**config.mk**
```make
export PLATFORM = sky130hd
export DESIGN_NAME = vga_fb_arbiter_flat
export DESIGN_NICKNAME = d
export VERILOG_FILES = /design/src/rtl/vga_fb_arbiter_if.sv /design/src/rtl/vga_fb_arbiter.sv /design/src/flat_wrapper.sv
export SDC_FILE = /design/constraint.sdc
export NUM_CORES = 1
export LEC_CHECK = 0
export ABC_AREA = 1
export CORE_MARGIN = 2
export CORE_UTILIZATION = 35
export DETAILED_ROUTE_END_ITERATION = 12
export PLACE_DENSITY_LB_ADDON = 0.2
export SLEW_MARGIN = 20
export SYNTH_ARGS = -nofsm -noshare
export SYNTH_HDL_FRONTEND = slang
export SYNTH_SLANG_ARGS = --single-unit
```
**constraint.sdc**
```tcl
create_clock -name vga_clk -period 4 [get_ports vga_clk]
set_clock_uncertainty 0.1 [all_clocks]
set_input_delay 0.8 -clock vga_clk [delete_from_list [all_inputs] [get_ports vga_clk]]
set_output_delay 0.8 -clock vga_clk [all_outputs]
set_load 0.05 [all_outputs]
```
**src/rtl/vga_fb_arbiter_if.sv**
```systemverilog
// Write-request and framebuffer-RAM bus for vga_fb_arbiter.
// DW is the pixel width: 24 for {r,g,b}, 1 for the mono build (VGA_FB_MONO_EN).
interface vga_fb_arbiter_if #(
  parameter int DW = 24
);
  logic          wr_valid;
  logic          wr_ready;
  logic [9:0]    wr_x;
  logic [8:0]    wr_y;
  logic [DW-1:0] wr_data;
  logic [18:0]   ram_addr;
  logic          ram_we;
  logic [DW-1:0] ram_wdata;
  logic [DW-1:0] ram_rdata;

  // Arbiter side: accepts writes, owns the RAM port.
  modport slave (
    input  wr_valid, wr_x, wr_y, wr_data, ram_rdata,
    output wr_ready, ram_addr, ram_we, ram_wdata
  );

  // Requester/RAM side.
  modport master (
    output wr_valid, wr_x, wr_y, wr_data, ram_rdata,
    input  wr_ready, ram_addr, ram_we, ram_wdata
  );
endinterface

```
**src/rtl/vga_fb_arbiter.sv**
```systemverilog
// Single-port framebuffer arbiter: display scan-out fetches run 3 pixels ahead
// of the beam and always own the RAM; buffered pixel writes drain in the gaps.
// Optional feature macro VGA_FB_MONO_EN: 1-bit pixels expanded to 8'h00/8'hFF.
module vga_fb_arbiter #(
  parameter int H_ACTIVE   = 640,
  parameter int H_TOTAL    = 800,
  parameter int V_ACTIVE   = 480,
  parameter int V_TOTAL    = 525,
  parameter int FIFO_DEPTH = 8
) (
  input  logic                        vga_clk,
  input  logic                        rst_n,
  input  logic                        timing_en,
  input  logic [9:0]                  hcount_in,
  input  logic [9:0]                  vcount_in,
  vga_fb_arbiter_if.slave             bus,
  output logic [7:0]                  px_r,
  output logic [7:0]                  px_g,
  output logic [7:0]                  px_b,
  output logic                        px_blank_n,
  output logic                        wr_oob,
  output logic [$clog2(FIFO_DEPTH):0] fifo_level
);
`ifdef VGA_FB_MONO_EN
  localparam int DATA_W = 1;
`else
  localparam int DATA_W = 24;
`endif
  localparam int AW = $clog2(FIFO_DEPTH);
  localparam logic [10:0]   HT       = H_TOTAL[10:0];
  localparam logic [10:0]   HA       = H_ACTIVE[10:0];
  localparam logic [9:0]    VT       = V_TOTAL[9:0];
  localparam logic [9:0]    VA       = V_ACTIVE[9:0];
  localparam logic [AW:0]   DEPTH_L  = FIFO_DEPTH[AW:0];
  localparam logic [AW:0]   LVL_ONE  = 1;
  localparam logic [AW-1:0] PTR_ONE  = 1;
  localparam logic [10:0]   LEAD     = 11'd3;

  // Expand a stored pixel to the 24-bit output colour.
  function automatic logic [23:0] to_rgb(input logic [DATA_W-1:0] d);
`ifdef VGA_FB_MONO_EN
    return {24{d[0]}};
`else
    return d;
`endif
  endfunction

  logic [10:0]       fx_sum;
  logic [10:0]       fx_p0;
  logic [9:0]        fy_p0;
  logic              disp_p0;
  logic              wslot_p0;
  logic [18:0]       disp_addr_p0;
  logic              in_range;
  logic              push;
  logic              store;
  logic [18:0]       wr_addr;
  logic              ready_en;
  logic [AW-1:0]     wptr;
  logic [AW-1:0]     rptr;
  logic [AW:0]       level;
  logic [18:0]       fifo_addr [FIFO_DEPTH];
  logic [DATA_W-1:0] fifo_data [FIFO_DEPTH];
  logic              vld_p1;
  logic              vld_p2;

  // Stage p0: fetch coordinate LEAD pixels ahead of the beam, and slot choice.
  always_comb begin
    fx_sum  = {1'b0, hcount_in} + LEAD;
    fx_p0   = fx_sum;
    fy_p0   = vcount_in;
    if (fx_sum >= HT) begin
      fx_p0 = fx_sum - HT;
      fy_p0 = (vcount_in + 10'd1 >= VT) ? 10'd0 : vcount_in + 10'd1;
    end
    disp_p0      = timing_en && (fx_p0 < HA) && (fy_p0 < VA);
    wslot_p0     = !disp_p0 && (level != '0);
    disp_addr_p0 = 19'(fy_p0) * 19'(H_ACTIVE) + 19'(fx_p0);
  end

  // Out-of-range writes still complete the handshake but are never stored.
  assign in_range     = ({1'b0, bus.wr_x} < HA) && ({1'b0, bus.wr_y} < VA);
  assign bus.wr_ready = ready_en && (level != DEPTH_L);
  assign push         = bus.wr_valid && bus.wr_ready;
  assign store        = push && in_range;
  assign wr_addr      = 19'(bus.wr_y) * 19'(H_ACTIVE) + 19'(bus.wr_x);
  assign fifo_level   = level;

  // FIFO storage: payload only, no reset needed.
  always_ff @(posedge vga_clk) begin
    if (store) begin
      fifo_addr[wptr] <= wr_addr;
      fifo_data[wptr] <= bus.wr_data;
    end
  end

  // FIFO pointers, occupancy, ready gating and sticky out-of-range flag.
  always_ff @(posedge vga_clk or negedge rst_n) begin
    if (!rst_n) begin
      wptr     <= '0;
      rptr     <= '0;
      level    <= '0;
      ready_en <= 1'b0;
      wr_oob   <= 1'b0;
    end else begin
      ready_en <= 1'b1;
      if (store)              wptr   <= wptr + PTR_ONE;
      if (wslot_p0)           rptr   <= rptr + PTR_ONE;
      if (push && !in_range)  wr_oob <= 1'b1;
      case ({store, wslot_p0})
        2'b10:   level <= level + LVL_ONE;
        2'b01:   level <= level - LVL_ONE;
        default: level <= level;
      endcase
    end
  end

  // Stage p1: registered RAM port; display fetch wins, else drain FIFO head.
  always_ff @(posedge vga_clk or negedge rst_n) begin
    if (!rst_n) begin
      bus.ram_addr  <= '0;
      bus.ram_we    <= 1'b0;
      bus.ram_wdata <= '0;
      vld_p1        <= 1'b0;
    end else begin
      vld_p1     <= disp_p0;
      bus.ram_we <= wslot_p0;
      if (disp_p0) begin
        bus.ram_addr <= disp_addr_p0;
      end else if (wslot_p0) begin
        bus.ram_addr  <= fifo_addr[rptr];
        bus.ram_wdata <= fifo_data[rptr];
      end
    end
  end

  // Stage p2: RAM read data arrives; track whether it is a visible pixel.
  always_ff @(posedge vga_clk or negedge rst_n) begin
    if (!rst_n) vld_p2 <= 1'b0;
    else        vld_p2 <= vld_p1;
  end

  // Stage p3: register the visible pixel or force black during blanking.
  always_ff @(posedge vga_clk or negedge rst_n) begin
    if (!rst_n) begin
      {px_r, px_g, px_b} <= '0;
      px_blank_n         <= 1'b0;
    end else begin
      px_blank_n         <= vld_p2;
      {px_r, px_g, px_b} <= vld_p2 ? to_rgb(bus.ram_rdata) : 24'd0;
    end
  end
endmodule

```
**src/flat_wrapper.sv**
```systemverilog
// flat-port wrapper written by rule: the top's interface ports become plain ports
module vga_fb_arbiter_flat 
#(
  parameter int H_ACTIVE   = 640,
  parameter int H_TOTAL    = 800,
  parameter int V_ACTIVE   = 480,
  parameter int V_TOTAL    = 525,
  parameter int FIFO_DEPTH = 8
)
  (vga_clk, rst_n, timing_en, hcount_in, vcount_in, px_r, px_g, px_b, px_blank_n, wr_oob, fifo_level, bus_wr_valid, bus_wr_x, bus_wr_y, bus_wr_data, bus_ram_rdata, bus_wr_ready, bus_ram_addr, bus_ram_we, bus_ram_wdata);
  vga_fb_arbiter_if #(.DW((24))) bus_i ();
  input  logic vga_clk;
  input  logic rst_n;
  input  logic timing_en;
  input  logic [9:0] hcount_in;
  input  logic [9:0] vcount_in;
  output logic [7:0] px_r;
  output logic [7:0] px_g;
  output logic [7:0] px_b;
  output logic px_blank_n;
  output logic wr_oob;
  output logic [$clog2(FIFO_DEPTH):0] fifo_level;
  input wire logic [$bits(bus_i.wr_valid)-1:0] bus_wr_valid;
  input wire logic [$bits(bus_i.wr_x)-1:0] bus_wr_x;
  input wire logic [$bits(bus_i.wr_y)-1:0] bus_wr_y;
  input wire logic [$bits(bus_i.wr_data)-1:0] bus_wr_data;
  input wire logic [$bits(bus_i.ram_rdata)-1:0] bus_ram_rdata;
  output wire logic [$bits(bus_i.wr_ready)-1:0] bus_wr_ready;
  output wire logic [$bits(bus_i.ram_addr)-1:0] bus_ram_addr;
  output wire logic [$bits(bus_i.ram_we)-1:0] bus_ram_we;
  output wire logic [$bits(bus_i.ram_wdata)-1:0] bus_ram_wdata;
  assign bus_i.wr_valid = bus_wr_valid;
  assign bus_i.wr_x = bus_wr_x;
  assign bus_i.wr_y = bus_wr_y;
  assign bus_i.wr_data = bus_wr_data;
  assign bus_i.ram_rdata = bus_ram_rdata;
  assign bus_wr_ready = bus_i.wr_ready;
  assign bus_ram_addr = bus_i.ram_addr;
  assign bus_ram_we = bus_i.ram_we;
  assign bus_ram_wdata = bus_i.ram_wdata;
  vga_fb_arbiter #(.H_ACTIVE(H_ACTIVE), .H_TOTAL(H_TOTAL), .V_ACTIVE(V_ACTIVE), .V_TOTAL(V_TOTAL), .FIFO_DEPTH(FIFO_DEPTH)) u_core (.vga_clk(vga_clk), .rst_n(rst_n), .timing_en(timing_en), .hcount_in(hcount_in), .vcount_in(vcount_in), .bus(bus_i), .px_r(px_r), .px_g(px_g), .px_b(px_b), .px_blank_n(px_blank_n), .wr_oob(wr_oob), .fifo_level(fifo_level));
endmodule
```
## After elaboration in Yosys (flattened, before gate mapping)

Memories as Yosys holds them, arrays and structs flattened. A register that Yosys moved wholly into a read port is not among the register bits.
Index checks and enable logic that the tools add are counted.

- Bitwise operators: 1
- Eq/ne operators: 3
- Reduce and logical (&&, ||, !) cells: 15
- $add $sub $neg: 9
- Muxes and demuxes: 9
- Multiply operators: 2
- Magnitude comparators: 6

Operators by type and width:

| operator | number |
|---|---|
| two-way mux 19 bit | 2 |
| two-way mux 24 bit | 1 |
| two-way mux 10 bit | 2 |
| adder 19 x 10 -> 19 bit | 1 |
| adder 19 x 11 -> 19 bit | 1 |
| multiplier 10 x 3 -> 12 bit, second input constant | 1 |
| multiplier 9 x 3 -> 12 bit, second input constant | 1 |
| adder 10 x 2 -> 11 bit, second input constant | 1 |
| >= comparator 11 x 10 -> 1 bit, second input constant | 1 |
| less-than comparator 11 x 10 -> 1 bit, second input constant | 1 |
| two-way mux 11 bit | 1 |
| subtractor 11 x 10 -> 11 bit, second input constant | 1 |
| adder 10 x 1 -> 10 bit, second input constant | 1 |
| >= comparator 10 bit, second input constant | 1 |
| less-than comparator 10 bit, second input constant | 1 |
| less-than comparator 10 x 9 -> 1 bit, second input constant | 1 |
| less-than comparator 9 bit, second input constant | 1 |
| logical AND 1 bit | 8 |
| case mux 4 bit (2 select lines) | 1 |
| adder 3 x 1 -> 3 bit, second input constant | 2 |
| adder 4 x 1 -> 4 bit, second input constant | 1 |
| inequality test 4 bit, second input constant | 1 |
| nonzero test 2 bit | 2 |
| nonzero test 4 bit | 1 |
| other kinds (7) | 10 |

- Output and inout port bits: 75
- Register bits after elaboration: 59
- Word-level logic and storage cells: 60
- Input bits: 91
- Memories kept: 2
- Memory bits (writable): 344

Memories:

| memory | depth | width | read ports | clocked after memory_dff | write ports | RTL line | text |
|---|---|---|---|---|---|---|---|
| u_core.fifo_data | 8 | 24 | 1 | 1 | 1 | vga_fb_arbiter.sv:63 | `logic [DATA_W-1:0] fifo_data [FIFO_DEPTH];` |
| u_core.fifo_addr | 8 | 19 | 1 | 0 | 1 | vga_fb_arbiter.sv:62 | `logic [18:0] fifo_addr [FIFO_DEPTH];` |

## Longest topological paths before layout

- Depth in word-level cells: 10
- Mapped depth: 36
- Mapped depth without buffers: 35

## Least setup slack after synthesis

OpenSTA, ideal clock, no wires.

- Path kind: flip-flop to flip-flop
- Start point: reg u_core.level[2], in the netlist u_core.fifo_level[2]
- End point: mem u_core.fifo_addr[0][0] (enable)
- Path slack: -0.783 ns
- Data arrival time: 4.239 ns
- Buffers on the path: 0
- Cell stages (with the launch flop): 8
- Library setup time: 0.443 ns
- Period minus slack after synthesis: 4.783 ns
- Data required time: 3.457 ns
- Path through: dfrtp_1 -> inv_1 -> a31oi_1 -> nand2_1 -> nor2_1 -> inv_1 -> or2_2 -> nor2_1

- Longest elaborated chain between the ends: 6

Ends and longest elaborated chain:

| element | RTL line | text |
|---|---|---|
| start: declaration | vga_fb_arbiter.sv:61 | `logic [AW:0] level;` |
| start signal: assignment | vga_fb_arbiter.sv:111 | `2'b10: level <= level + LVL_ONE;` |
| start signal: assignment | vga_fb_arbiter.sv:112 | `2'b01: level <= level - LVL_ONE;` |
| start signal: assignment | vga_fb_arbiter.sv:113 | `default: level <= level;` |
| inequality test 4 bit | vga_fb_arbiter.sv:83 | `assign bus.wr_ready = ready_en && (level != DEPTH_L);` |
| logical AND 1 bit | vga_fb_arbiter.sv:83 |  |
| net bus_wr_ready | flat_wrapper.sv:28 | `output wire logic [$bits(bus_i.wr_ready)-1:0] bus_wr_ready;` |
| logical AND 1 bit | vga_fb_arbiter.sv:84 | `assign push = bus.wr_valid && bus.wr_ready;` |
| logical AND 1 bit | vga_fb_arbiter.sv:85 | `assign store = push && in_range;` |
| two-way mux 1 bit | vga_fb_arbiter.sv:91 | `if (store) begin` |
| two-way mux 1 bit (not written as such) | vga_fb_arbiter.sv:92 | `fifo_addr[wptr] <= wr_addr;` |
| end: declaration | vga_fb_arbiter.sv:62 |  |

The timed path passes the listed nets, and every way through them passes these cells.

## Worst setup path after layout

- Start point: in vcount_in[8]
- End point: reg u_core.level[3], in the netlist u_core.fifo_level[3]

- Longest elaborated chain between the ends: 10
- Elaborated cells between the ends (all ways): 12
- Classes of those cells: add/sub: 1; order compare: 2; eq/ne: 2; mux: 3; reduce/logical: 4

Ends and longest elaborated chain:

| element | RTL line | text |
|---|---|---|
| start: declaration | flat_wrapper.sv:16 | `input logic [9:0] vcount_in;` |
| adder 10 x 1 -> 10 bit | vga_fb_arbiter.sv:74 | `fy_p0 = (vcount_in + 10'd1 >= VT) ? 10'd0 : vcount_in + 10'd1;` |
| >= comparator 10 bit | vga_fb_arbiter.sv:74 |  |
| two-way mux 10 bit | vga_fb_arbiter.sv:74 |  |
| two-way mux 10 bit * | vga_fb_arbiter.sv:72 | `if (fx_sum >= HT) begin` |
| less-than comparator 10 x 9 -> 1 bit * | vga_fb_arbiter.sv:76 | `disp_p0 = timing_en && (fx_p0 < HA) && (fy_p0 < VA);` |
| logical AND 1 bit * | vga_fb_arbiter.sv:76 |  |
| zero test 1 bit * | vga_fb_arbiter.sv:77 | `wslot_p0 = !disp_p0 && (level != '0);` |
| logical AND 1 bit * | vga_fb_arbiter.sv:77 |  |
| net u_core.wslot_p0 | vga_fb_arbiter.sv:52 | `logic wslot_p0;` |
| == test 2 x 1 -> 1 bit or == test 2 bit (tied branches) | vga_fb_arbiter.sv:110 | `case ({store, wslot_p0})` |
| case mux 4 bit (2 select lines) or nonzero test 2 bit (tied branches) | - |  |

The timed path passes the listed nets; every way through them passes the cells marked *.
A chain may end at the register's enable or synchronous reset.

==> results.txt <==
YS warnings: 0
CP required: 4.34 ns
Net Count, Synth: 1,783
Final Setup Violations: 0
Clk sink count: 427
Buffers on Ports: 165
Routed Antenna Nets: 0
Async SR Flop Fraction: 19.4%
Placer Congestion: 0.789
CTS H-Tree Depth: 2
Largest net degree at the start of global routing: 76
DRT iter0 DRCs: 838
Fin util: 45.5%
Startpoint Class: primary input
Routed WL: 47,200 um
Post-synthesis cell area: 0.0187 mm2
Vias in the first global route: 13,030
Worst-Margin Slew: 0.971 ns
Synthesized area per cell: 11.4 um2
Drt drc: 0
Most frequent CP cell: nand2_1
Slew Limit Fails: 0
Slowest CP cell: clkdlybuf4s50_1
# IOs: 166
Seq/Total Area, Yosys: 66.3%
Final net count: 2,067
Leading area contributor after synthesis: edfxtp_1
Core box area: 0.0528 mm2
Fraction of layout cells with a size suffix above 1: 17.5%
N_diodes: 0
Dpl hpwl: 27,800 um
Post-Syn Instances: 1,640
Clk buf depth: 3
Critical path class: primary input to register
Max stage delay on crit path: 0.48 ns
Post-synth EDFFs: 344
Status: finished, final reports clean
RSZ-0062 raised after global routing: true
DR vias: 13,057
Starting density of the core: 35.5%
Max Freq: 0.261 GHz
Max FO, Critical Path: 3
Die height: 235 um
Lkg Pwr: 9.20 nW
Worst VDD drop: 0.447 mV
HP Class: register to register
Placement-stage cell area: 0.0222 mm2
Main synth FF type: edfxtp_1
Synth area leaders: edfxtp_1, dfrtp_1, o21ai_0
Later-pin clock latency in the skew report: 0.57 ns
Routed WL per cell: 17.8 um
Final cycle utilization of the critical path: 95.9%
Most frequent cells in the layout: edfxtp_1, nand2_1, o21ai_0
Power Dens Cells: 648 mW/mm2
Flops & latches, synth: 427
Initial antenna violation count: 1
Worst Path Arrival: 4.18 ns
CP endpoint kind: register
DIE AREA: 0.0554 mm2
Global route overflow: 0
Distinct cells, synth: 48
Hold buffers post-CTS: 0
Fillcell total: 4,940
First-pass DRT Iterations: 5
Period minus WS final: 3.84 ns
Yosys top cell area share: 55.2%
Synth-to-Final Area Change: 28.3%
First-pass GRT wire length: 73,400 um
Slew Limit Headroom: 35.2%
CTS clk-pin slew, worst paths: 0.06 ns
TritonCTS clock tree: yes
Clock root buffer: clkbuf_16
Vias/cell: 4.93
Max-Cap Viols: 0
Die W: 235 um
Post-route cell area: 0.0240 mm2
Most common cell after layout, fill and taps aside: edfxtp_1
TritonCTS Buffers: 43
Final Hold Fails: 0
Floorplan row count: 84
Total track usage: 16.8%
==> logic make-up after synthesis <==
logic type / Yosys count / share of synthesized area, %
other: 1 / 0.0200
buffers and inverters: 197 / 4.32
and+or+nand+nor: 570 / 13.1
DFF: 427 / 66.3
xor gates and xnor gates: 36 / 1.68
muxes: 1 / 0.0535
AOI/OAI and AO/OA: 356 / 10.9
adders and majority gates: 52 / 3.68
==> final timing paths <==
path                                 from                 endpoint  slack (ns)  cells after the start
max                          vcount_in[8]     u_core.fifo_level[3]        0.16                     26
min                         u_core.vld_p1            u_core.vld_p2        0.25                      0
max reg2reg                u_core.rptr[0]   u_core.bus.ram_addr[6]        1.28                      6
min reg2reg                 u_core.vld_p1            u_core.vld_p2        0.25                      0
max in group asynchronous           rst_n  u_core.bus.ram_wdata[9]        2.63                      2
min in group asynchronous           rst_n           u_core.px_b[1]        0.29                      1
==> critical path: cells and delay by family <==
kind / cells / cell delay [ns]
and+or+nand+nor: 17 / 1.51
buffers and inverters: 5 / 0.98
AOI/OAI and AO/OA: 1 / 0.24
adders and majority gates: 2 / 0.50
xor gates and xnor gates: 1 / 0.13
==> cell usage after synthesis (all sizes together) (4+ instances only) <==
master  instances
edfxtp        344
nand2         267
o21ai         227
nor2          202
inv           115
dfrtp          83
nand3          78
clkbuf         59
ha             47
o22ai          44
a21oi          31
o221ai         30
xor2           21
buf            19
xnor2          15
nand4          12
a32o           11
nor3            6
fa              5
clkinv          4
==> layout make-up <==
type	count	area (um2)	area share (%)
Sequential cell	427	12400	51.7
Inverter	119	479	2.00
Tap cell	688	861	3.58
Timing Repair Buffer	317	2900	12.1
Clock buffer	60	1190	4.95
Clock inverter	19	226	0.943
Multi-Input combinational cell	1016	5950	24.8
==> timing repair <==
item,in CTS,in global routing
buffers inserted,11,5
gates resized for setup,46,67
endpoints found under the setup margin,11,9
cloned,0,0
pin swaps,25,26
==> layer usage <==
metal  vias up  global-route usage, %  share of wire (%)
met5         -                      0              0.028
met4         2                   4.61                2.2
met3        69                   2.52                4.3
met2       284                   29.1                 50
met1      6351                   21.9                 44
li1       6351                      -                  -
==> flip-flops by register name, summed over array words and instances (netlist names) <==
signal,count
u_core.fifo_data,192
u_core.fifo_addr,152
u_core.bus.ram_wdata,24
u_core.bus.ram_addr,19
u_core.px_b,8
u_core.px_g,8
u_core.px_r,8
u_core.fifo_level,4
u_core.rptr,3
u_core.wptr,3
u_core.bus.ram_we,1
u_core.px_blank_n,1
u_core.ready_en,1
u_core.vld_p1,1
u_core.vld_p2,1
u_core.wr_oob,1
==> stage by stage <==
stage | hold WS, ns | setup TNS [ns] | setup slack, ns | cells | total power, W
floorplan | 0.231 | -89.33 | -0.513 | 1640 | 0.00945
finish | 0.252 | 0 | 0.164 | 2646 | 0.0156
global placement | 0.246 | -14.91 | -0.983 | 2553 | 0.0115
detailed placement | 0.245 | -17.55 | -1.00 | 2553 | 0.0116
CTS | 0.259 | 0 | 0.0123 | 2643 | 0.0157
global route | 0.267 | -0.187 | -0.0727 | 2646 | 0.0164
==> where the power goes <==
part	internal (W)	switching [W]
combinational	0.00200	0.00383
clock	0.00236	0.00169
sequential	0.00535	0.000333
Note: power is estimated with default switching activity, not from simulation.
